`config.mk`:
```
export PLATFORM = sky130hd
export DESIGN_NAME = dma_engine
export DESIGN_NICKNAME = d
export VERILOG_FILES = /design/src/rtl/dma_engine.sv
export SDC_FILE = /design/constraint.sdc
export NUM_CORES = 1
export LEC_CHECK = 0
export ABC_CLOCK_PERIOD_IN_PS = 3100
export CAP_MARGIN = 20
export CORE_MARGIN = 1
export CORE_UTILIZATION = 39
export DETAILED_ROUTE_END_ITERATION = 8
export PLACE_DENSITY = 0.61
export SETUP_SLACK_MARGIN = 0.2
export SYNTH_ARGS = -nofsm -noshare
export SYNTH_HDL_FRONTEND = slang
export SYNTH_SLANG_ARGS = --single-unit
```
`constraint.sdc`:
```
create_clock -name clk -period 3.1 [get_ports clk]
set_clock_uncertainty 0.15 [all_clocks]
set_input_delay 0.31 -clock clk [delete_from_list [all_inputs] [get_ports clk]]
set_output_delay 0.31 -clock clk [all_outputs]
set_load 0.03 [all_outputs]
```
`src/rtl/dma_engine.sv`:
```
// dma_engine: single-channel, word-granular memory-to-memory DMA.
// A peripheral config port programs SRC/DST/LEN and CTRL. The bus-master
// port moves one word per RD/WR pair.
// Optional feature: define DMA_IRQ_EN to enable the transfer-complete
// interrupt (irq = done & ie). Without it, irq is tied low and ie reads as 0.
module dma_engine #(
    parameter int CNT_W = 8
) (
    input  logic        clk,
    input  logic        reset,
    input  logic        cs,
    input  logic        wr,
    input  logic [31:0] addr,
    input  logic [31:0] wdata,
    output logic [31:0] rdata,
    output logic        mReq,
    input  logic        mGnt,
    output logic [31:0] mAddr,
    output logic [31:0] mWdata,
    output logic        mWe,
    output logic [1:0]  mBHW,
    input  logic [31:0] mRdata,
    output logic        irq
);

    typedef enum logic [1:0] {IDLE, RD, WR, DONE} state_t;

    state_t           state;
    logic [31:0]      src_reg;
    logic [31:0]      dst_reg;
    logic [CNT_W-1:0] len_reg;
    logic [31:0]      work_src;
    logic [31:0]      work_dst;
    logic [CNT_W-1:0] work_cnt;
    logic [CNT_W-1:0] cnt_dec;
    logic [31:0]      data_buf;
    logic             done;
    logic             done_next;
    logic             ie;
    logic             busy;
    logic             cfg_wr;
    logic             ctrl_wr;
    logic             start_cmd;
    logic             clear_cmd;
    logic             abort_cmd;
    logic             unused_addr;

    assign cfg_wr    = cs & wr;
    assign ctrl_wr   = cfg_wr && (addr[3:2] == 2'd3);
    assign start_cmd = ctrl_wr & wdata[0];
    assign clear_cmd = ctrl_wr & wdata[1];
    assign abort_cmd = ctrl_wr & wdata[2];
    assign busy      = (state == RD) || (state == WR);
    assign cnt_dec   = work_cnt - CNT_W'(1);

    // Only word accesses are issued; write data is the registered buffer,
    // which is kept at zero outside the WR state.
    assign mBHW   = 2'b10;
    assign mWdata = data_buf;

    // Address bits outside [3:2] are not decoded.
    assign unused_addr = &{1'b0, addr[31:4], addr[1:0]};

    // Programmed registers; frozen while a transfer is running so readback
    // always shows what software wrote.
    always_ff @(posedge clk or negedge reset) begin
        if (!reset) begin
            src_reg <= '0;
            dst_reg <= '0;
            len_reg <= '0;
        end else if (cfg_wr && !busy) begin
            case (addr[3:2])
                2'd0:    src_reg <= wdata;
                2'd1:    dst_reg <= wdata;
                2'd2:    len_reg <= wdata[CNT_W-1:0];
                default: ;
            endcase
        end
    end

    // Next value of the done flag: clear/start drop it, reaching DONE wins.
    always_comb begin
        done_next = done;
        if (clear_cmd) begin
            done_next = 1'b0;
        end
        if ((state == IDLE) && start_cmd) begin
            done_next = 1'b0;
        end
        if (state == DONE) begin
            done_next = 1'b1;
        end
    end

`ifdef DMA_IRQ_EN
    logic ie_next;

    // A CTRL write always rewrites the interrupt enable.
    always_comb begin
        ie_next = ctrl_wr ? wdata[3] : ie;
    end

    // Interrupt enable and registered interrupt level.
    always_ff @(posedge clk or negedge reset) begin
        if (!reset) begin
            ie  <= 1'b0;
            irq <= 1'b0;
        end else begin
            ie  <= ie_next;
            irq <= done_next & ie_next;
        end
    end
`else
    assign ie  = 1'b0;
    assign irq = 1'b0;
`endif

    // Transfer sequencer with registered bus-master outputs.
    always_ff @(posedge clk or negedge reset) begin
        if (!reset) begin
            state    <= IDLE;
            work_src <= '0;
            work_dst <= '0;
            work_cnt <= '0;
            data_buf <= '0;
            done     <= 1'b0;
            mReq     <= 1'b0;
            mWe      <= 1'b0;
            mAddr    <= '0;
        end else begin
            done <= done_next;
            if (busy && abort_cmd) begin
                // Abort drops the bus immediately; a pending write never issues.
                state    <= IDLE;
                data_buf <= '0;
                mReq     <= 1'b0;
                mWe      <= 1'b0;
                mAddr    <= '0;
            end else begin
                case (state)
                    IDLE: begin
                        if (start_cmd) begin
                            if (len_reg == '0) begin
                                state <= DONE;
                            end else begin
                                work_src <= src_reg;
                                work_dst <= dst_reg;
                                work_cnt <= len_reg;
                                state    <= RD;
                                mReq     <= 1'b1;
                                mWe      <= 1'b0;
                                mAddr    <= src_reg;
                            end
                        end
                    end
                    RD: begin
                        if (mGnt) begin
                            data_buf <= mRdata;
                            state    <= WR;
                            mWe      <= 1'b1;
                            mAddr    <= work_dst;
                        end
                    end
                    WR: begin
                        if (mGnt) begin
                            work_src <= work_src + 32'd4;
                            work_dst <= work_dst + 32'd4;
                            work_cnt <= cnt_dec;
                            data_buf <= '0;
                            if (cnt_dec != '0) begin
                                state <= RD;
                                mWe   <= 1'b0;
                                mAddr <= work_src + 32'd4;
                            end else begin
                                state <= DONE;
                                mReq  <= 1'b0;
                                mWe   <= 1'b0;
                                mAddr <= '0;
                            end
                        end
                    end
                    DONE: begin
                        state <= IDLE;
                    end
                    default: begin
                        state <= IDLE;
                    end
                endcase
            end
        end
    end

    // Combinational register readback.
    always_comb begin
        case (addr[3:2])
            2'd0:    rdata = src_reg;
            2'd1:    rdata = dst_reg;
            2'd2:    rdata = {{(32-CNT_W){1'b0}}, len_reg};
            default: rdata = {28'd0, ie, 1'b0, done, busy};
        endcase
    end

endmodule

```
==> results of run 1 <==
critical path, delay by kind of cell (launching register included):
| kind | cells | cell delay [ns] |
|---|---|---|
| buffers and inverters | 3 | 0.63 |
| adders and majority gates | 1 | 0.30 |
| DFF | 1 | 0.40 |
| muxes | 1 | 0.51 |
report_power, final:
part / leakage, nW / internal [mW] / switching, mW
clock: 0.398 / 1.64 / 1.17
sequential: 2.66 / 4.11 / 1.50
combinational: 3.05 / 3.17 / 3.99
worst min path at each step:
stage | start | end | slack [ns] | depth (start not counted)
floorplan | reset | done | -0.14 | 0
global placement | reset | src_reg[15] | 0.16 | 1
detailed placement | reset | dst_reg[16] | 0.15 | 1
CTS | addr[2] | done | 0.12 | 4
global route | addr[2] | done | 0.18 | 4
finish | addr[2] | done | 0.14 | 4
kinds of logic after synthesis:
family,share of synthesized area (%)
flops,46.1
other cells,0.0649
mux,11.3
compound gates,18.3
buf+inv,4.28
xor+xnor,1.97
fa+ha+maj,0.866
simple gates,17.1
area by class of cell:
type | instances | area, um^2
inverter | 17 | 67.6
tap | 384 | 480
fill | 2662 | 14300
sequential | 213 | 5330
clock inverter | 9 | 48.8
timing repair buffer | 218 | 2160
multi-input combinational | 881 | 5780
clock buffer | 35 | 733
routing by layer:
metal,vias up,global-route usage (%),share of wire [%]
met1,4850,32.9,46
met4,0,6.80,2.6
met5,-,0,0
met2,333,36.4,46
met3,67,2.78,5.6
li1,4716,-,-
cell usage in the layout (no fill, tap or decap), types with 8 or more instances in the layout:
master	Yosys	layout
sky130_fd_sc_hd__clkdlybuf4s50_1	0	164
sky130_fd_sc_hd__a22oi_1	16	16
sky130_fd_sc_hd__and3_1	15	15
sky130_fd_sc_hd__nand3_1	28	28
sky130_fd_sc_hd__buf_4	5	41
sky130_fd_sc_hd__dfrtp_1	213	213
sky130_fd_sc_hd__o211ai_1	10	10
sky130_fd_sc_hd__a31oi_1	15	15
sky130_fd_sc_hd__clkinv_2	0	8
sky130_fd_sc_hd__a21oi_1	40	40
sky130_fd_sc_hd__o41ai_1	8	8
sky130_fd_sc_hd__nor2_1	96	94
sky130_fd_sc_hd__buf_12	0	8
sky130_fd_sc_hd__a221o_1	16	16
sky130_fd_sc_hd__nand2_1	169	168
sky130_fd_sc_hd__o21bai_1	8	8
sky130_fd_sc_hd__xnor2_1	9	9
sky130_fd_sc_hd__o21a_1	8	8
sky130_fd_sc_hd__a211oi_1	10	10
sky130_fd_sc_hd__o22ai_1	26	26
sky130_fd_sc_hd__o21ai_0	78	77
sky130_fd_sc_hd__mux2_2	70	70
sky130_fd_sc_hd__o31ai_1	14	14
sky130_fd_sc_hd__mux2i_1	47	47
sky130_fd_sc_hd__o22a_1	8	8
sky130_fd_sc_hd__inv_1	16	15
sky130_fd_sc_hd__and2_1	8	8
sky130_fd_sc_hd__clkbuf_16	0	25
sky130_fd_sc_hd__xor2_1	17	17
sky130_fd_sc_hd__nor3_1	23	22
sky130_fd_sc_hd__nand4_1	22	22
sky130_fd_sc_hd__a21o_1	10	10
timing repair:
action | 4_1_cts | 5_1_grt
setup endpoints to repair | 1 | 15
buffers inserted | 0 | 0
hold buffers | 1 | 0
hold endpoints to repair | 61 | 0
resized for setup | 3 | 3
per-stage QoR:
stage / instances / cell area [um^2] / utilization [%] / power, mW
4_1_cts: 1757 / 14600 / 50.4 / 15.6
6_report: 1757 / 14600 / 50.4 / 15.6
5_1_grt: 1757 / 14600 / 50.4 / 16.6
2_1_floorplan: 1210 / 11600 / - / 10.1
3_5_place_dp: 1712 / 13800 / 47.7 / 12.8
3_3_place_gp: 1712 / 13800 / 47.7 / 12.6
==> load_flow_metrics.sql, run 1 <==
INSERT INTO impl_metrics (metric_group, metric, value, unit) VALUES
('setup_path', 'crit_arrival', '2.37', 'ns'),
('status', 'run_status', 'complete, no violations', ''),
('setup_path', 'critical-path-slowest-cell', 'sky130_fd_sc_hd__mux4_2', ''),
('setup_path', 'cp_peak_stage_delay', '0.51', 'ns'),
('place', 'place.detailed.hpwl', '24100', 'um'),
('timing', 'finalWorstSetupSlack', '0.266', 'ns'),
('cts', 'cts_tree', 'yes', ''),
('setup_path', 'startpoint', 'state[0]', ''),
('floorplan', 'num_rows', '62', ''),
('drt', 'ant_nets', '0', ''),
('pwr', 'power_per_cell_area', '1070', 'nW/um^2'),
('global_route', 'grt_start_max_net_pins', '65', ''),
('floorplan', 'design.core.area', '28900', 'um^2'),
('yosys', 'library_cell_with_the_highest_instance_count_after_synthesis', 'sky130_fd_sc_hd__dfrtp_1', ''),
('timing', 'tightestPinTransition', '0.584', 'ns'),
('setup_path', 'r2r_setup_slack', '0.39', 'ns'),
('global_route', 'antenna_found_initial', '0', ''),
('timing', 'grt_setup_unrepaired', 'no', ''),
('setup_path', 'worstPathCellList', 'inv_1, ha_2, buf_4, mux4_2, clkdlybuf4s15_2', ''),
('yosys', 'dominantRegCellSynth', 'sky130_fd_sc_hd__dfrtp_1', ''),
('global_route', 'groute.usage.overall', '23.0', '%'),
('setup_path', 'worstPathMaxFanout', '21', ''),
('cts', 'clockBufferDepth', '3', ''),
('timing', 'max_slew_margin', '61.1', '%'),
('yosys', 'netlist_top_cells_count', '213 x sky130_fd_sc_hd__dfrtp_1, 169 x sky130_fd_sc_hd__nand2_1, 96 x sky130_fd_sc_hd__nor2_1', ''),
('finish', 'number_of_nets_in_the_layout', '1465', ''),
('cts', 'ctsRootBufferMaster', 'sky130_fd_sc_hd__clkbuf_16', ''),
('setup_path', 'cp_data_required_time', '2.64', 'ns'),
('setup_path', 'worst_r2r_startpoint', 'state[0]', ''),
('yosys', 'post_synth_main_area_contributors', 'sky130_fd_sc_hd__dfrtp_1 46%, sky130_fd_sc_hd__mux2_2 6.8%, sky130_fd_sc_hd__nand2_1 5.5%', ''),
('timing', 'totalNegativeSetupSlack', '0', 'ns'),
('timing', 'finalMaxSlewViolations', '0', ''),
('global_route', 'gr-total-overflow', '0', ''),
('place', 'gp_congestion', '0.875', ''),
('floorplan', 'die_x', '174', 'um'),
('finish', 'layout-drive-gt1-share', '14.3', '%'),
('timing', 'final_period_minus_worst_setup_slack', '2.83', 'ns'),
('yosys', 'synthesis.area', '11600', 'um^2'),
('cts', 'cts_buffers', '25', ''),
('floorplan', 'start_util', '40.0', '%'),
('cts', 'h-tree-depth', '1', ''),
('finish', 'area.growth.synth_to_final', '26.2', '%'),
('timing', 'final-setup-viol-count', '0', ''),
('cts', 'cts_sinks', '213', ''),
('timing', 'fin_crit_sh', '91.4', '%'),
('drt', 'detailroute.via_count', '9966', ''),
('setup_path', 'crit-reg2reg-capture', 'work_src[5]', ''),
('setup_path', 'worst-setup-path-type', 'reg -> out', ''),
('yosys', 'ys_async_sr_fraction', '100', '%'),
('yosys', 'netlist.area_leader.share', '46.1', '%'),
('yosys', 'netlist_instances', '1209', ''),
('finish', 'antenna_diode_count', '0', ''),
('drt', 'wl', '34700', 'um'),
('cts', 'path_clk_slew', '0.06', 'ns'),
('yosys', 'yosysWarnings', '0', ''),
('floorplan', 'die_ar', '30300', 'um^2'),
('timing', 'fin_hold_ws', '0.139', 'ns'),
('setup_path', 'r2r_cells', '8', ''),
('yosys', 'postSynthRegisterBits', '213', ''),
('drt', 'drt-initial-drc-count', '728', ''),
('drt', 'route.detailed.wl_per_inst', '19.8', 'um'),
('pwr', 'power.leakage', '6.11', 'nW'),
('floorplan', 'floorplan.die.height', '174', 'um'),
('place', 'place_ws', '0.295', 'ns'),
('job', 'max_cap_violations', '0', ''),
('worst_hold_path', 'min_path_type', 'in -> reg', ''),
('global_route', 'grt_first_pass_wirelength', '55700', 'um'),
('drt', 'remaining_drc_errors', '0', ''),
('yosys', 'synth_enable_flop_cells', '0', ''),
('floorplan', 'boundaryPins', '202', ''),
('yosys', 'synth_seq_area_share', '46.1', '%');
Note: power is estimated with default switching activity, not from simulation.
==> run 2: changes to the inputs <==
--- a/config.mk
+++ b/config.mk
@@ -7,6 +7,7 @@
 export LEC_CHECK = 0
 export ABC_CLOCK_PERIOD_IN_PS = 3100
 export CAP_MARGIN = 20
+export CORE_ASPECT_RATIO = 0.9
 export CORE_MARGIN = 1
 export CORE_UTILIZATION = 39
 export DETAILED_ROUTE_END_ITERATION = 8
==> load_flow_metrics.sql, run 2 (same netlist as run 1, synthesis figures left out) <==
INSERT INTO impl_metrics (metric_group, metric, value, unit) VALUES
('status', 'run_status', 'complete, no violations', ''),
('floorplan', 'num_rows', '59', ''),
('finish', 'antenna_diode_count', '0', ''),
('global_route', 'groute.usage.overall', '22.8', '%'),
('global_route', 'antenna_found_initial', '0', ''),
('timing', 'fin_crit_sh', '89.1', '%'),
('timing', 'finalMaxSlewViolations', '0', ''),
('place', 'io_buffer_count', '168', ''),
('worst_hold_path', 'hold_depth', '4', ''),
('cts', 'ctsRootBufferMaster', 'sky130_fd_sc_hd__clkbuf_16', ''),
('timing', 'tightestPinTransition', '0.700', 'ns'),
('setup_path', 'cp.depth', '8', ''),
('pwr', 'fraction_of_power_spent_switching_nets', '42.7', '%'),
('finish', 'layout-drive-gt1-share', '14.1', '%'),
('finish', 'area.growth.synth_to_final', '25.9', '%'),
('drt', 'viasPerCell', '5.68', ''),
('setup_path', 'worstPathCellList', 'inv_1, ha_2, and2_1, a21oi_1, or4_1, buf_4, o41a_1, nand2_1', ''),
('global_route', 'grt_first_pass_wirelength', '54700', 'um'),
('timing', 'report.final.hold_viol_count', '0', ''),
('pwr', 'clock_power_share', '18.2', '%'),
('place', 'gp_congestion', '0.861', ''),
('pwr', 'combPwrFrac', '45.8', '%'),
('global_route', 'vias_in_the_first_global_route', '9707', ''),
('finish', 'most_frequent_cells_in_the_layout', '213 x sky130_fd_sc_hd__dfrtp_1, 169 x sky130_fd_sc_hd__nand2_1, 164 x sky130_fd_sc_hd__clkdlybuf4s50_1', ''),
('cts', 'cts_sinks', '213', ''),
('timing', 'fin_hold_ws', '0.160', 'ns'),
('setup_path', 'worstPathMaxFanout', '9', ''),
('drt', 'first_pass_iters', '8', ''),
('worst_hold_path', 'min_path_type', 'in -> reg', ''),
('setup_path', 'critical_path.startpoint_type', 'flip-flop', ''),
('setup_path', 'critical-path-slowest-cell', 'sky130_fd_sc_hd__or4_1', ''),
('finish', 'layout.cells.most_common', 'sky130_fd_sc_hd__dfrtp_1', ''),
('pwr', 'peakVddDrop', '0.558', 'mV'),
('cts', 'clockBufferDepth', '3', ''),
('timing', 'final-setup-viol-count', '0', ''),
('timing', 'final_period_minus_worst_setup_slack', '2.76', 'ns'),
('global_route', 'busiest_layer_in_global_routing', 'met2', ''),
('timing', 'max_clock_freq', '362', 'MHz'),
('timing', 'grt_setup_unrepaired', 'no', ''),
('cts', 'cts_buffers', '25', ''),
('timing', 'totalNegativeSetupSlack', '0', 'ns'),
('global_route', 'grt_start_max_net_pins', '86', ''),
('cts', 'h-tree-depth', '1', ''),
('pwr', 'share_seq_of_total_power', '36.0', '%'),
('setup_path', 'cp_data_required_time', '3.41', 'ns'),
('cts', 'path_clk_slew', '0.06', 'ns'),
('job', 'max_cap_violations', '0', ''),
('drt', 'remaining_drc_errors', '0', ''),
('setup_path', 'worst-setup-path-type', 'reg -> reg', ''),
('global_route', 'globalRouteMet3Util', '2.85', '%'),
('pwr', 'power.leakage', '6.08', 'nW'),
('floorplan', 'die_x', '184', 'um'),
('drt', 'detailroute.via_count', '10100', ''),
('pwr', 'cellInternalPower', '8.93', 'mW'),
('drt', 'route.detailed.wl_per_inst', '19.7', 'um'),
('drt', 'drt-initial-drc-count', '899', ''),
('cts', 'cts_tree', 'yes', ''),
('setup_path', 'crit_arrival', '3.07', 'ns'),
('floorplan', 'design.core.area', '29000', 'um^2'),
('floorplan', 'start_util', '39.9', '%'),
('global_route', 'gr-total-overflow', '0', ''),
('setup_path', 'cp_peak_stage_delay', '0.65', 'ns'),
('setup_path', 'crit_buf_inv', '2', ''),
('cts', 'post-cts-setup-buffers', '0', ''),
('setup_path', 'path_delay_family', 'simple AND/OR/NAND/NOR gates', ''),
('setup_path', 'r2r_cells', '8', ''),
('setup_path', 'crit_path_end_kind', 'flip-flop', ''),
('place', 'place_ws', '0.274', 'ns'),
('floorplan', 'floorplan.die.height', '165', 'um'),
('place', 'dp_cells', '1728', ''),
('drt', 'wl', '34800', 'um'),
('finish', 'fillcell_total', '2710', ''),
('pwr', 'power_per_cell_area', '1070', 'nW/um^2'),
('place', 'place.detailed.hpwl', '24400', 'um'),
('timing', 'max_slew_margin', '53.3', '%'),
('finish', 'finalNonFillerCells', '1771', ''),
('drt', 'ant_nets', '0', ''),
('timing', 'finalWorstSetupSlack', '0.337', 'ns'),
('global_route', 'global_route.usage.met2', '36.7', '%'),
('floorplan', 'boundaryPins', '202', ''),
('global_route', 'met1_usage', '32.8', '%'),
('pwr', 'p_switching', '6.66', 'mW'),
('finish', 'number_of_nets_in_the_layout', '1469', ''),
('floorplan', 'die_ar', '30300', 'um^2'),
('cts', 'insertion_delay', '0.52', 'ns');
==> run 2: changes by cell type in the layout (fill, tap and decap cells not counted), sizes merged <==
cell | previous run | this run
buf | 52 | 56
clkinv | 9 | 6
bufinv | 0 | 1
clkdlybuf4s15 | 1 | 0
clkinvlp | 1 | 0
dlygate4sd2 | 0 | 1
inv | 16 | 17
==> run 2: through the flow <==
stage	instance area, um^2	util, %	total power, mW
4_1_cts	14600	50.2	15.7
5_1_grt	14600	50.2	16.6
2_1_floorplan	11600	-	10.1
3_3_place_gp	13800	47.5	12.6
3_5_place_dp	13800	47.5	12.8
6_report	14600	50.2	15.6
==> run 2: final cells by class <==
type / count / area [um^2] / share of cell area [%]
Clock buffer: 35 / 703 / 4.83
Clock inverter: 7 / 63.8 / 0.438
Inverter: 17 / 63.8 / 0.438
Multi-Input combinational cell: 881 / 5770 / 39.6
Sequential cell: 213 / 5330 / 36.6
Tap cell: 396 / 495 / 3.40
Timing Repair Buffer: 222 / 2130 / 14.7
==> run 2: repair_timing <==
| action | in CTS | in global routing |
|---|---|---|
| hold endpoints to repair | 81 | 0 |
| hold buffers | 1 | 0 |
| setup endpoints to repair | 1 | 0 |
| gates resized for setup | 1 | 0 |
==> run 2: worst register-to-register path, cell delays in order (launching register included) <==
cell and delay, ns:
sky130_fd_sc_hd__dfrtp_1 0.41, sky130_fd_sc_hd__inv_1 0.13, sky130_fd_sc_hd__ha_2 0.29, sky130_fd_sc_hd__and2_1 0.22
sky130_fd_sc_hd__a21oi_1 0.15, sky130_fd_sc_hd__or4_1 0.65, sky130_fd_sc_hd__buf_4 0.25, sky130_fd_sc_hd__o41a_1 0.40
sky130_fd_sc_hd__nand2_1 0.06
==> run 2: power groups by stage <==
| stage | sequential [mW] | combinational, mW | clock (mW) |
|---|---|---|---|
| after floorplan | 5.75 | 4.31 | 0 |
| after global placement | 5.58 | 7.04 | 0 |
| after detailed placement | 5.63 | 7.16 | 0 |
| after CTS | 5.59 | 7.20 | 2.89 |
| after global routing | 5.81 | 7.79 | 3.00 |
| final | 5.62 | 7.14 | 2.83 |
==> run 2: worst paths after layout <==
| check | start | end | slack [ns] |
|---|---|---|---|
| max in group asynchronous | reset | work_cnt[1] | 1.79 |
| max reg2reg | state[0] | work_src[30] | 0.34 |
| min reg2reg | mWdata[4] | mWdata[4] | 0.32 |
| min | addr[2] | done | 0.16 |
| max | state[0] | work_src[30] | 0.34 |
| min in group asynchronous | reset | dst_reg[20] | 0.25 |
==> run 2: layer usage <==
metal	vias to the layer above	routed length (um)	share of wire [%]
met2	309	16200	47
met4	0	633	1.8
met3	49	1550	4.4
met5	-	0	0
met1	4970	16400	47
li1	4737	-	-
==> run 3: changes to the inputs <==
--- a/config.mk
+++ b/config.mk
@@ -5,11 +5,11 @@
 export SDC_FILE = /design/constraint.sdc
 export NUM_CORES = 1
 export LEC_CHECK = 0
-export ABC_CLOCK_PERIOD_IN_PS = 3100
-export CAP_MARGIN = 20
+export ABC_CLOCK_PERIOD_IN_PS = 3200
 export CORE_ASPECT_RATIO = 0.9
 export CORE_MARGIN = 1
 export CORE_UTILIZATION = 39
+export CTS_CLUSTER_SIZE = 30
 export DETAILED_ROUTE_END_ITERATION = 8
 export PLACE_DENSITY = 0.61
 export SETUP_SLACK_MARGIN = 0.2
==> constraint.sdc (replaced) <==
create_clock -name clk -period 3.2 [get_ports clk]
set_clock_uncertainty 0.15 [all_clocks]
set_input_delay 0.32 -clock clk [delete_from_list [all_inputs] [get_ports clk]]
set_output_delay 0.32 -clock clk [all_outputs]
set_load 0.03 [all_outputs]
==> load_flow_metrics.sql, run 3 (same netlist as run 1, synthesis figures left out) <==
INSERT INTO impl_metrics (metric_group, metric, value, unit) VALUES
('status', 'run_status', 'complete, no violations', ''),
('cts', 'clockBufferDepth', '3', ''),
('cts', 'cts_buffers', '25', ''),
('global_route', 'groute.usage.overall', '23.0', '%'),
('cts', 'cts_sinks', '213', ''),
('setup_path', 'crit_path_end_kind', 'flip-flop', ''),
('setup_path', 'crit_arrival', '3.11', 'ns'),
('finish', 'area.growth.synth_to_final', '26.5', '%'),
('timing', 'totalNegativeSetupSlack', '0', 'ns'),
('timing', 'max_clock_freq', '349', 'MHz'),
('drt', 'remaining_drc_errors', '0', ''),
('global_route', 'antenna_found_initial', '0', ''),
('global_route', 'grt_start_max_net_pins', '82', ''),
('timing', 'report.final.hold_viol_count', '0', ''),
('cts', 'cts_tree', 'yes', ''),
('drt', 'viasPerCell', '5.67', ''),
('drt', 'first_pass_iters', '5', ''),
('setup_path', 'cp_peak_stage_delay', '0.55', 'ns'),
('global_route', 'gr-total-overflow', '0', ''),
('cts', 'post-cts-setup-buffers', '0', ''),
('pwr', 'fraction_of_power_spent_switching_nets', '42.1', '%'),
('job', 'max_cap_violations', '0', ''),
('timing', 'fin_crit_sh', '89.5', '%'),
('drt', 'route.detailed.wl_per_inst', '19.7', 'um'),
('floorplan', 'floorplan.die.height', '165', 'um'),
('global_route', 'grt_first_pass_wirelength', '54900', 'um'),
('global_route', 'vias_in_the_first_global_route', '9534', ''),
('cts', 'insertion_delay', '0.53', 'ns'),
('finish', 'most_frequent_cells_in_the_layout', '213 x sky130_fd_sc_hd__dfrtp_1, 169 x sky130_fd_sc_hd__nand2_1, 164 x sky130_fd_sc_hd__clkdlybuf4s50_1', ''),
('timing', 'max_slew_margin', '55.1', '%'),
('setup_path', 'worstPathMaxFanout', '27', ''),
('place', 'dp_cells', '1720', ''),
('timing', 'finalMaxSlewViolations', '0', ''),
('place', 'place.detailed.hpwl', '24000', 'um'),
('timing', 'grt_setup_unrepaired', 'no', ''),
('setup_path', 'path_delay_family', 'simple AND/OR/NAND/NOR gates', ''),
('floorplan', 'design.core.area', '29000', 'um^2'),
('setup_path', 'critical_path.startpoint_type', 'flip-flop', ''),
('setup_path', 'crit_buf_inv', '2', ''),
('finish', 'number_of_nets_in_the_layout', '1461', ''),
('finish', 'layout-drive-gt1-share', '14.1', '%'),
('finish', 'finalNonFillerCells', '1766', ''),
('pwr', 'cellInternalPower', '8.88', 'mW'),
('floorplan', 'boundaryPins', '202', ''),
('cts', 'path_clk_slew', '0.06', 'ns'),
('pwr', 'power.leakage', '6.12', 'nW'),
('setup_path', 'worst-setup-path-type', 'reg -> reg', ''),
('timing', 'final-setup-viol-count', '0', ''),
('finish', 'layout.cells.most_common', 'sky130_fd_sc_hd__dfrtp_1', ''),
('place', 'io_buffer_count', '168', ''),
('pwr', 'share_seq_of_total_power', '35.4', '%'),
('pwr', 'power_per_cell_area', '1050', 'nW/um^2'),
('setup_path', 'critical-path-slowest-cell', 'sky130_fd_sc_hd__or3_2', ''),
('floorplan', 'start_util', '39.9', '%'),
('finish', 'fillcell_total', '2717', ''),
('floorplan', 'die_ar', '30300', 'um^2'),
('setup_path', 'cp_data_required_time', '3.45', 'ns'),
('finish', 'antenna_diode_count', '0', ''),
('floorplan', 'num_rows', '59', ''),
('floorplan', 'die_x', '184', 'um'),
('place', 'gp_congestion', '0.847', ''),
('pwr', 'peakVddDrop', '0.506', 'mV'),
('pwr', 'combPwrFrac', '44.8', '%'),
('timing', 'final_period_minus_worst_setup_slack', '2.86', 'ns'),
('pwr', 'p_switching', '6.46', 'mW'),
('timing', 'fin_hold_ws', '0.161', 'ns'),
('drt', 'drt-initial-drc-count', '827', ''),
('timing', 'tightestPinTransition', '0.671', 'ns'),
('cts', 'h-tree-depth', '1', ''),
('cts', 'ctsRootBufferMaster', 'sky130_fd_sc_hd__clkbuf_16', ''),
('drt', 'ant_nets', '0', ''),
('drt', 'wl', '34800', 'um'),
('setup_path', 'worstPathCellList', 'inv_1, ha_2, nand2_1, o22ai_1, or3_2, buf_4, a21o_1, a221o_1', ''),
('drt', 'detailroute.via_count', '10000', ''),
('pwr', 'clock_power_share', '19.8', '%'),
('worst_hold_path', 'min_path_type', 'in -> async', '');
run 3: cell type report:
| class | instances | area [um^2] | area share, % |
|---|---|---|---|
| Clock buffer | 37 | 761 | 5.20 |
| Sequential cell | 213 | 5330 | 36.4 |
| Clock inverter | 8 | 119 | 0.813 |
| Multi-Input combinational cell | 881 | 5770 | 39.5 |
| Timing Repair Buffer | 214 | 2080 | 14.2 |
| Tap cell | 396 | 495 | 3.39 |
| Inverter | 17 | 63.8 | 0.436 |
run 3: through the flow:
stage	worst slack, ns	power (mW)	instance area [um^2]	utilization (%)
floorplan	0.840	9.75	11600	-
global placement	0.315	12.2	13700	47.3
detailed placement	0.281	12.3	13700	47.3
CTS	0.216	15.4	14600	50.4
global route	0.264	16.4	14600	50.4
finish	0.337	15.3	14600	50.4
run 3: power by group through the flow:
| stage | logic [mW] | clock network [mW] | registers [mW] |
|---|---|---|---|
| 6_report | 6.88 | 3.04 | 5.43 |
| 5_1_grt | 7.54 | 3.21 | 5.62 |
| 4_1_cts | 6.91 | 3.10 | 5.41 |
| 3_5_place_dp | 6.87 | 0 | 5.45 |
| 3_3_place_gp | 6.77 | 0 | 5.41 |
| 2_1_floorplan | 4.18 | 0 | 5.57 |
run 3: what timing repair did:
action                     4_1_cts  5_1_grt
resized for setup                0        3
hold endpoints to repair        47        0
setup endpoints to repair        0       11
hold buffers                     1        0
run 3: path summary, 6_finish.rpt:
check	from	to	slack (ns)	depth (start not counted)
setup / recovery	state[0]	work_src[20]	0.34	8
hold / removal	reset	dst_reg[18]	0.16	2
setup reg to reg	state[0]	work_src[20]	0.34	8
hold reg to reg	mWdata[19]	mWdata[19]	0.33	2
max in group asynchronous	reset	mWdata[29]	1.93	3
min in group clk	mRdata[24]	mWdata[24]	0.19	3
run 3: metal layers:
layer	wire length [um]	track usage [%]
met1	16600	33.2
met2	15900	36.1
met3	1630	3.16
met4	790	5.98
met5	0	0
